$ cat src/rtl/rom_fetch.sv
// PRG/CHR ROM read responder with one-word line buffer per port,
// arbitrated round-robin onto a single 32-bit external read bus.
module rom_fetch #(
  parameter int AW = 21,
  localparam int MW = AW - 2
) (
  input  logic          clk,
  input  logic          reset,
  input  logic          inval,
  input  logic [AW-1:0] chrbase,
  input  logic [AW-1:0] promaddr,
  input  logic          promreq,
  output logic          promack,
  output logic [7:0]    promdata,
  input  logic [AW-1:0] cromaddr,
  input  logic          cromreq,
  output logic          cromack,
  output logic [7:0]    cromdata,
  output logic [MW-1:0] memaddr,
  output logic          memreq,
  input  logic          memack,
  input  logic [31:0]   memrdata
);

  typedef enum logic [1:0] {
    IDLE,
    FETCH,
    RESP
  } state_e;

  state_e        state_q;
  logic          last_q;
  logic          gnt_q;
  logic [1:0]    lane_q;
  logic          kill_q;

  logic          pvld_q;
  logic [MW-1:0] ptag_q;
  logic [31:0]   pbuf_q;
  logic          cvld_q;
  logic [MW-1:0] ctag_q;
  logic [31:0]   cbuf_q;

  logic          pack_q;
  logic [7:0]    pdata_q;
  logic          cack_q;
  logic [7:0]    cdata_q;
  logic          mreq_q;
  logic [MW-1:0] maddr_q;

  logic [AW-1:0] caddr;
  logic [AW-1:0] gaddr;
  logic [MW-1:0] gword;
  logic [31:0]   gbuf;
  logic          ppend;
  logic          cpend;
  logic          gsel;
  logic          hit;
  logic          fill;

  assign promack  = pack_q;
  assign promdata = pdata_q;
  assign cromack  = cack_q;
  assign cromdata = cdata_q;
  assign memreq   = mreq_q;
  assign memaddr  = maddr_q;

  function automatic logic [7:0] lane_sel(
    input logic [31:0] w,
    input logic [1:0]  l
  );
    logic [7:0] b;
    unique case (l)
      2'd0: b = w[7:0];
      2'd1: b = w[15:8];
      2'd2: b = w[23:16];
      default: b = w[31:24];
    endcase
    return b;
  endfunction

  // gsel: 0 = PRG, 1 = CHR; on contention the port not served last wins
  always_comb begin
    caddr = cromaddr + chrbase;
    ppend = promreq & ~pack_q;
    cpend = cromreq & ~cack_q;
    gsel  = 1'b0;
    unique case (1'b1)
      (ppend & cpend):  gsel = ~last_q;
      (cpend & ~ppend): gsel = 1'b1;
      default:          gsel = 1'b0;
    endcase
    gaddr = gsel ? caddr : promaddr;
    gword = gaddr[AW-1:2];
    gbuf  = gsel ? cbuf_q : pbuf_q;
    hit   = gsel ? (cvld_q && ctag_q == gword)
                 : (pvld_q && ptag_q == gword);
    fill  = ~(inval | kill_q);
  end

  always_ff @(posedge clk or negedge reset) begin
    if (!reset) begin
      state_q <= IDLE;
      last_q  <= 1'b1;
      gnt_q   <= 1'b0;
      lane_q  <= 2'd0;
      kill_q  <= 1'b0;
      pvld_q  <= 1'b0;
      ptag_q  <= '0;
      pbuf_q  <= '0;
      cvld_q  <= 1'b0;
      ctag_q  <= '0;
      cbuf_q  <= '0;
      pack_q  <= 1'b0;
      pdata_q <= '0;
      cack_q  <= 1'b0;
      cdata_q <= '0;
      mreq_q  <= 1'b0;
      maddr_q <= '0;
    end else begin
      if (inval) begin
        pvld_q <= 1'b0;
        cvld_q <= 1'b0;
      end
      unique case (state_q)
        IDLE: begin
          if (ppend | cpend) begin
            last_q <= gsel;
            gnt_q  <= gsel;
            lane_q <= gaddr[1:0];
            if (hit) begin
              state_q <= RESP;
              if (gsel) begin
                cack_q  <= 1'b1;
                cdata_q <= lane_sel(gbuf, gaddr[1:0]);
              end else begin
                pack_q  <= 1'b1;
                pdata_q <= lane_sel(gbuf, gaddr[1:0]);
              end
            end else begin
              state_q <= FETCH;
              mreq_q  <= 1'b1;
              maddr_q <= gword;
              kill_q  <= 1'b0;
            end
          end
        end
        FETCH: begin
          if (inval) kill_q <= 1'b1;
          if (memack) begin
            mreq_q  <= 1'b0;
            state_q <= RESP;
            if (gnt_q) begin
              cack_q  <= 1'b1;
              cdata_q <= lane_sel(memrdata, lane_q);
              if (fill) begin
                cvld_q <= 1'b1;
                ctag_q <= maddr_q;
                cbuf_q <= memrdata;
              end
            end else begin
              pack_q  <= 1'b1;
              pdata_q <= lane_sel(memrdata, lane_q);
              if (fill) begin
                pvld_q <= 1'b1;
                ptag_q <= maddr_q;
                pbuf_q <= memrdata;
              end
            end
          end
        end
        RESP: begin
          pack_q  <= 1'b0;
          cack_q  <= 1'b0;
          state_q <= IDLE;
        end
        default: state_q <= IDLE;
      endcase
    end
  end

endmodule

$ cat config.mk
export PLATFORM = sky130hd
export DESIGN_NAME = rom_fetch
export DESIGN_NICKNAME = d
export VERILOG_FILES = /design/src/rtl/rom_fetch.sv
export SDC_FILE = /design/constraint.sdc
export NUM_CORES = 1
export LEC_CHECK = 0
export ABC_AREA = 1
export CAP_MARGIN = 10
export CORE_ASPECT_RATIO = 0.9
export CORE_MARGIN = 4
export CORE_UTILIZATION = 50
export CTS_BUF_LIST = sky130_fd_sc_hd__clkbuf_8
export CTS_CLUSTER_SIZE = 16
export DETAILED_ROUTE_END_ITERATION = 7
export PLACE_DENSITY = 0.75
export SLEW_MARGIN = 20
export SYNTH_ARGS = -nofsm -noshare
export SYNTH_HDL_FRONTEND = slang
export SYNTH_SLANG_ARGS = --single-unit
$ cat constraint.sdc
create_clock -name clk -period 5.4 [get_ports clk]
set_input_delay 1.08 -clock clk [delete_from_list [all_inputs] [get_ports clk]]
set_output_delay 1.08 -clock clk [all_outputs]
set_load 0.02 [all_outputs]
# --- Yosys cells after proc, flatten, opt, wreduce, memory -nomap -nowiden ---
# Cells that the tools add are included.
totals:
  word_cells: 118
  ff_bits: 149
  inputBits: 101
op_classes:
  n_eq_ne: 17
  bitwise: 13
  muxes: 52
  n_addsub: 1
  n_reduce_logical: 18
ops:
  columns: ["operator", "count"]
  rows:
  - ["8-bit 2-to-1 mux", 10]
  - ["8-bit case mux with 3 select lines", 2]
  - ["19-bit equality test", 2]
  - ["32-bit 2-to-1 mux", 1]
  - ["8-bit case mux with 2 select lines", 2]
  - ["1-bit 2-to-1 mux", 27]
  - ["6-bit AND reduction", 4]
  - ["21-bit adder", 1]
  - ["21-bit 2-to-1 mux", 1]
  - ["2-bit inequality test, second input constant", 9]
  - ["4-bit AND reduction", 4]
  - ["1-bit NOT", 7]
  - ["2-bit by 1-bit equality test with 1-bit output, second input constant", 3]
  - ["2-bit equality test, second input constant", 3]
  - ["2-bit zero test", 3]
  - ["2-bit 2-to-1 mux", 3]
  - ["1-bit case mux with 2 select lines", 3]
  - ["1-bit case mux with 3 select lines", 2]
  - ["1-bit bitwise AND", 4]
  - ["2-bit case mux with 2 select lines", 1]
  - ["2-bit AND reduction", 2]
  - ["3-bit AND reduction", 1]
  - ["3-bit nonzero test", 1]
  - ["1-bit logical AND", 2]
  - ["2 further kinds", 3]

# --- Logic depth before layout (Yosys ltp) ---
# Gate-level depths: netlist (run 1).
logic_depth:
  word_depth: 12
  depth_mapped: 25
  mapped_depth_nobuf: 24

# --- Worst setup path before layout (run 1) ---
# No wires, ideal clock.
synth_timing:
  path_kind: "input-to-reg"
  start: "input chrbase[0]"
  end: "register pdata_q[5], in the netlist promdata[5]"
  path_buffers: 1
  cell_stages: 23
  path_slack_ps: 1928
  arrival_time_ps: 3353
  cell_sequence: "ha_1 > fa_1 > nand3_1 > nand2_2 > nand2_1 > nand2_2 > nand2_1 > nand2_1 > nor2_1 > nor2_1 > nand2_1 > nand2_2 > nand2_1 > nand2_1 > nor2_1 > nand2_1 > nor2_1 > nand3_2 > nand2_2 > nand2_2 > buf_6 > nand2_1 > o21ai_2"
synth_via:
  elab_chain_len: 8
  elab_cells_between_ends: 17
synth_rtl:
  columns: ["item", "line", "text"]
  rows:
  - ["start, declared", "10", "input logic [AW-1:0] chrbase,"]
  - ["21-bit adder (*)", "84", "caddr = cromaddr + chrbase;"]
  - ["21-bit 2-to-1 mux (*)", "93", "gaddr = gsel ? caddr : promaddr;"]
  - ["2-bit equality test, or another cell as far along", "73", "unique case (l)"]
  - ["8-bit case mux with 3 select lines", "73", null]
  - ["8-bit 2-to-1 mux", "133", "if (gsel) begin"]
  - ["8-bit 2-to-1 mux", "131", "if (hit) begin"]
  - ["8-bit 2-to-1 mux", "127", "if (ppend | cpend) begin"]
  - ["8-bit case mux with 2 select lines", "125", "unique case (state_q)"]
  - ["end signal, assigned", "138", "pdata_q <= lane_sel(gbuf, gaddr[1:0]);"]
  - ["end signal, assigned", "163", "pdata_q <= lane_sel(memrdata, lane_q);"]
  - ["end, declared", "45", "logic [7:0] pdata_q;"]
# Mark *: on every way between the ends. The rest lies on a longest branch, timed or not. The select of a mux whose other input is x is not followed.
# A chain may end at the register's enable or synchronous reset.

# --- Final worst setup path (run 1) ---
layout_timing:
  start: "input chrbase[0]"
  end: "register pdata_q[2], in the netlist promdata[2]"
# The elaborated chain is that of the path after synthesis.

==> reports/qor.yml, run 1 <==
hold_viol: 0
final_nets: 1557
rsz0062_at_grt: "false"
fin_util_pct: 61.8
post-cts-setup-buffers: 0
groute.usage.overall_pct: 25.3
first_iter_violations: 924
area_growth_pct: 21.1
ctsRootBufferMaster: "clkbuf_8"
final_antenna_net_count: 0
cpMostUsedCell: "nand3_1"
grt_pass1_vias: 7999
finalCritPeriodShare_pct: 80.1
drtPass1Iterations: 5
hp-class: "register to register"
cts_made_buffers: 17
wirelength_um: 25300
worstMarginPinSlew_ns: 1.11
diodes: 0
dr_total_vias: 8904
fillers: 1628
max_stage_delay_ns: 0.49
fp.dieW_um: 150
ios: 139
setup_viol: 0
synth.distinct_cells: 40
start_kind: "primary input"
htree_levels: 4
wl_per_cell_um: 15.0
cts_tree: "done"
coreArea_um2: 17700
crit_chain: "clkdlybuf4s50_1 -> ha_1 -> fa_1 -> nand2_1 -> inv_1 -> nor2_1 -> nand3_1 -> nand3_1 -> nand3_1 -> nor2_1 -> nand3_1 -> nor2_1 -> nand3_1 -> nor2_1 -> nand3_1 -> nor2_1 -> nand3_2 -> nand2_2 -> nand2_2 -> nand2_1 -> o21ai_2"
synth_fp_nets: 1434
yosys_warnings: 0
die_h_um: 136
antenna_found_initial: 0
synth-seq-cells: 149
dieArea_um2: 20300
crit_type: "primary input to register"
p_per_area_nw_per_um2: 462
avgSynthCellArea_um2: 6.90
portBuffers: 138
syn-cell-area_um2: 9050
drive_gt1_share_pct: 6.23
holdWs_ns: 0.473
grt_pass1_wl_um: 40600
final_common_cell: "nand2_1"
vdd.ir_drop.worst_v: 0.000279
finalMaxSlewViolations: 0
layout_common_cells: "493 x nand2_1, 152 x inv_1, 148 x dfrtp_1"
grt_max_degree: 92
status: "finished clean"
cp-end-kind: "register"
fin_skew_ns: 0.00887
cp_max_fo: 16
dp_hpwl_um: 18700
netlist_instances: 1312
rows: 46
finalWeightedCongestion: 0.958
yosysSeqAreaShare_pct: 41.2
max_freq_ghz: 0.231
vias_per_cell: 5.29
leakage_nw: 5.66
cts_resized: 0
required_ns: 5.74
max_cap_violations: 0
cp.arrival_ns: 4.67
period_minus_slack_ns: 4.33
clk_path_buf_depth: 2
postCtsHoldBufs: 0
crit_slowest_cell: "fa_1"
max_slew_margin_pct: 25.6
insertion_delay_ns: 0.45
clk_pin_slew_ns: 0.08
drc: 0
fin_tns_setup_ns: 0
gr-total-overflow: 0
initial_core_util_pct: 51.1
cts_sinks: 149
==> where the power goes <==
part	total, mW	internal (mW)	switching (mW)
sequential	1.91	1.59	0.325
combinational	2.34	0.884	1.46
clock	0.818	0.416	0.402
total	5.07	2.89	2.18
==> routing by layer <==
| metal | wire, um | global-route usage (%) |
|---|---|---|
| met2 | 11200 | 37.5 |
| met5 | 0 | 0 |
| met3 | 2090 | 5.09 |
| met1 | 11700 | 38.1 |
| met4 | 323 | 6.05 |
==> cell usage after synthesis (all sizes together) <==
library cell / instances / area, um2
nor2: 85 / 334
o211ai: 1 / 7.51
clkinv: 1 / 3.75
buf: 12 / 86.3
clkbuf: 30 / 113
a21oi: 28 / 155
fa: 1 / 20.0
a221oi: 1 / 8.76
nand2: 506 / 1950
o211a: 1 / 10.0
or2: 8 / 50.1
nor3: 8 / 40.0
xnor2: 3 / 26.3
dfstp: 1 / 26.3
and2: 9 / 56.3
nand3: 115 / 618
o21bai: 1 / 7.51
dfrtp: 148 / 3700
o221ai: 3 / 26.3
xor2: 3 / 26.3
nand3b: 11 / 82.6
ha: 20 / 250
o22ai: 5 / 31.3
o21ai: 135 / 709
nand4: 21 / 131
inv: 155 / 584
==> registers in the layout (all words and copies together), names as in the netlist, 2 cells and up <==
name	count
lane_q	2
cbuf_q	32
ptag_q	19
pbuf_q	32
cromdata	8
promdata	8
memaddr	19
state_q	2
ctag_q	19
==> worst max-delay path, delay by kind of cell <==
family                     cells  cell delay (ns)
and+or+nand+nor               16             2.29
adders and majority gates      2             0.77
buffers and inverters          2             0.46
AOI/OAI and AO/OA              1             0.06
==> metrics by stage <==
step	std cells	area (um2)	setup slack, ns	total power [mW]
detailed placement	1656	10600	0.676	4.25
floorplan	1312	9050	1.93	3.45
global placement	1656	10600	0.721	4.18
global route	1684	11000	0.770	5.48
finish	1684	11000	1.07	5.07
CTS	1684	11000	1.17	5.06
==> cell families (layout without fill, tap and decap cells) <==
kind of cell	Yosys count	after routing	synth area share (%)
simple gates	763	763	36.0
buf+inv	198	330	8.69
compound gates	175	175	10.6
flops	149	149	41.2
fa+ha+maj	21	21	2.99
xor+xnor	6	6	0.581
==> final cells by class <==
type	count	area (um2)	area share [%]
Sequential cell	149	3730	34.0
Multi-Input combinational cell	965	4550	41.5
Tap cell	240	300	2.74
Clock buffer	19	262	2.39
Inverter	156	588	5.36
Clock inverter	9	91.3	0.833
Timing Repair Buffer	146	1440	13.2
==> worst paths after layout <==
check	startpoint	to	slack (ns)	cells past startpoint
min reg2reg	memreq	memreq	0.47	2
min in group asynchronous	reset	ctag_q[11]	0.60	1
max reg2reg	last_q	promdata[2]	2.14	18
min	memreq	memreq	0.47	2
max	chrbase[0]	promdata[2]	1.07	21
max in group asynchronous	reset	promdata[0]	3.70	2
Note: power is estimated with default switching activity, not from simulation.
==> run 2: changes to the inputs <==
- clock period: 5.4 -> 4.32 ns (I/O delays scaled with it)
==> run 2 against run 1 <==
Compared with the run above: non-clock buffer count rose by 5; clock skew rose by 0.0073 ns; routed wire length rose by 0.13%; sequential power rose by 25%; sequential share of layout area fell by 0.22 points; clock power rose by 25%; via count rose by 0.13%; global-route usage rose by 0.16 points; worst hold slack improved by 0.0063 ns; critical endpoint is now cromdata[5]; highest routed layer unchanged.
==> reports/qor.yml, run 2 (synthesis gave the netlist of run 1 again) <==
diodes: 0  # unchanged
clk_path_buf_depth: 2  # unchanged
use_met2_pct: 38.9  # was 37.5%
htree_levels: 4  # unchanged
max_stage_delay_ns: 0.49  # about the same
crit_slowest_cell: "fa_1"  # unchanged
drtPass1Iterations: 6  # was 5
cpMostUsedCell: "nand3_1"  # unchanged
r2r_cells: 14  # was 18
final_antenna_net_count: 0  # unchanged
required_ns: 4.66  # was 5.74 ns
worstMarginPinSlew_ns: 1.00  # was 1.11 ns
drc: 0  # unchanged
rows: 46  # unchanged
cts_resized: 0  # unchanged
vdd.ir_drop.worst_v: 0.000302  # was 0.000279 V
hold_path_depth: 2  # unchanged
ios: 139  # unchanged
rsz0062_at_grt: "false"  # unchanged
ctsRootBufferMaster: "clkbuf_8"  # unchanged
crit_chain: "clkdlybuf4s50_1 -> ha_1 -> fa_1 -> nand2_1 -> inv_1 -> nor2_1 -> nand3_1 -> nand3_1 -> nand3_1 -> nor2_1 -> nand3_1 -> nor2_1 -> nand3_1 -> nor2_1 -> nand3_1 -> nor2_1 -> nand3_2 -> nand3_2 -> nand3_4 -> nand2_1 -> nand2_1"  # was clkdlybuf4s50_1 -> ha_1 -> fa_1 -> nand2_1 -> inv_1 -> nor2_1 -> nand3_1 -> nand3_1 -> nand3_1 -> nor2_1 -> nand3_1 -> nor2_1 -> nand3_1 -> nor2_1 -> nand3_1 -> nor2_1 -> nand3_2 -> nand2_2 -> nand2_2 -> nand2_1 -> o21ai_2
fin_tns_setup_ns: 0  # unchanged
insertion_delay_ns: 0.45  # about the same
max_freq_ghz: 0.264
top_regs: "cbuf_q x32, pbuf_q x32"  # unchanged
use_met1_pct: 37.6  # was 38.1%
die_h_um: 136  # unchanged
max_cap_violations: 0  # unchanged
layout_common_cells: "493 x nand2_1, 152 x inv_1, 148 x dfrtp_1"  # unchanged
fp.dieW_um: 150  # unchanged
setup_viol: 0  # unchanged
grt_max_degree: 111  # was 92
hold_viol: 0  # unchanged
grt_pass1_wl_um: 41300  # was 40600 um
cp_max_fo: 10  # was 16
fin_skew_ns: 0.0162  # was 0.00887 ns
wl_per_cell_um: 15.0  # about the same
antenna_found_initial: 0  # unchanged
grtUsageMet3_pct: 4.75  # was 5.09%
final_common_cell: "nand2_1"  # unchanged
dr_total_vias: 8916  # was 8904
postCtsHoldBufs: 0  # unchanged
cp-end-kind: "register"  # unchanged
start_kind: "primary input"  # unchanged
vias_per_cell: 5.27  # was 5.29
status: "finished clean"  # unchanged
cts_tree: "done"  # unchanged
area_growth_pct: 21.9  # was 21.1%
cts_made_buffers: 17  # unchanged
dp_slack_ns: 0.101  # was 0.676 ns
clk_pin_slew_ns: 0.09  # was 0.08 ns
hp-class: "register to register"  # unchanged
post-cts-setup-buffers: 0  # unchanged
initial_core_util_pct: 51.1  # unchanged
finalCritPeriodShare_pct: 87.7
gr-total-overflow: 0  # unchanged
dp_hpwl_um: 18800  # was 18700 um
fin_ws_ns: 0.530  # was 1.07 ns
max_slew_margin_pct: 33.0  # was 25.6%
top_usage_layer: "met2"  # was met1
drive_gt1_share_pct: 6.81  # was 6.23%
first_iter_violations: 829  # was 924
groute.usage.overall_pct: 25.4  # was 25.3%
dieArea_um2: 20300  # unchanged
finalMaxSlewViolations: 0  # unchanged
cts_sinks: 149  # unchanged
period_minus_slack_ns: 3.79
grt_pass1_vias: 8277  # was 7999
finalWeightedCongestion: 0.972  # was 0.958
fillers: 1658  # was 1628
p_per_area_nw_per_um2: 578  # was 462 nW/um2
coreArea_um2: 17700  # unchanged
wirelength_um: 25300  # about the same
cp.arrival_ns: 4.13  # was 4.67 ns
final_nets: 1562  # was 1557
leakage_nw: 5.67  # was 5.66 nW
portBuffers: 138  # unchanged
crit_type: "primary input to register"  # unchanged
## run 2: through the flow
step | instance area, um2 | utilization, % | hold slack (ns) | instances | power (mW)
after CTS | 11000 | 62.2 | 0.484 | 1693 | 6.38
after global placement | 10700 | 60.1 | 0.455 | 1661 | 5.27
final | 11000 | 62.2 | 0.480 | 1693 | 6.38
after detailed placement | 10700 | 60.1 | 0.463 | 1661 | 5.35
after floorplan | 9050 | - | 0.443 | 1312 | 4.31
after global routing | 11000 | 62.2 | 0.505 | 1693 | 6.93
## run 2: path summary, 6_finish.rpt
kind,end,start,slack (ns)
worst max register to register,cromdata[4],cromack,1.32
worst max-delay path,cromdata[5],chrbase[0],0.53
max in group asynchronous,last_q,reset,2.83
worst min register to register,cromdata[0],cromdata[0],0.48
min in group asynchronous,ctag_q[11],reset,0.52
worst min-delay path,cromdata[0],cromdata[0],0.48
## run 2: layout make-up
cell class,count,area [um2],area share (%)
tap,240,300,2.72
inverter,156,588,5.33
sequential,149,3730,33.8
timing repair buffer,151,1490,13.5
clock buffer,19,262,2.37
multi-input combinational,965,4550,41.2
clock inverter,13,113,1.02
## run 2: routing by layer
| metal | part of all wire (%) | vias up |
|---|---|---|
| met4 | 1.1 | 0 |
| met3 | 7.8 | 27 |
| li1 | - | 4425 |
| met1 | 47 | 4138 |
| met2 | 44 | 326 |
| met5 | 0 | - |
## run 2: power breakdown
group / leakage, nW / internal, mW / total (mW) / switching (mW)
sequential: 1.89 / 1.98 / 2.38 / 0.401
combinational: 3.60 / 1.13 / 2.98 / 1.85
clock: 0.180 / 0.481 / 1.02 / 0.537
## run 2: critical path: cells and delay by family
kind                     cells  cell delay [ns]
AND/OR/NAND/NOR             17             2.04
adder cells (fa/ha/maj)      2             0.78
buffers and inverters        2             0.46
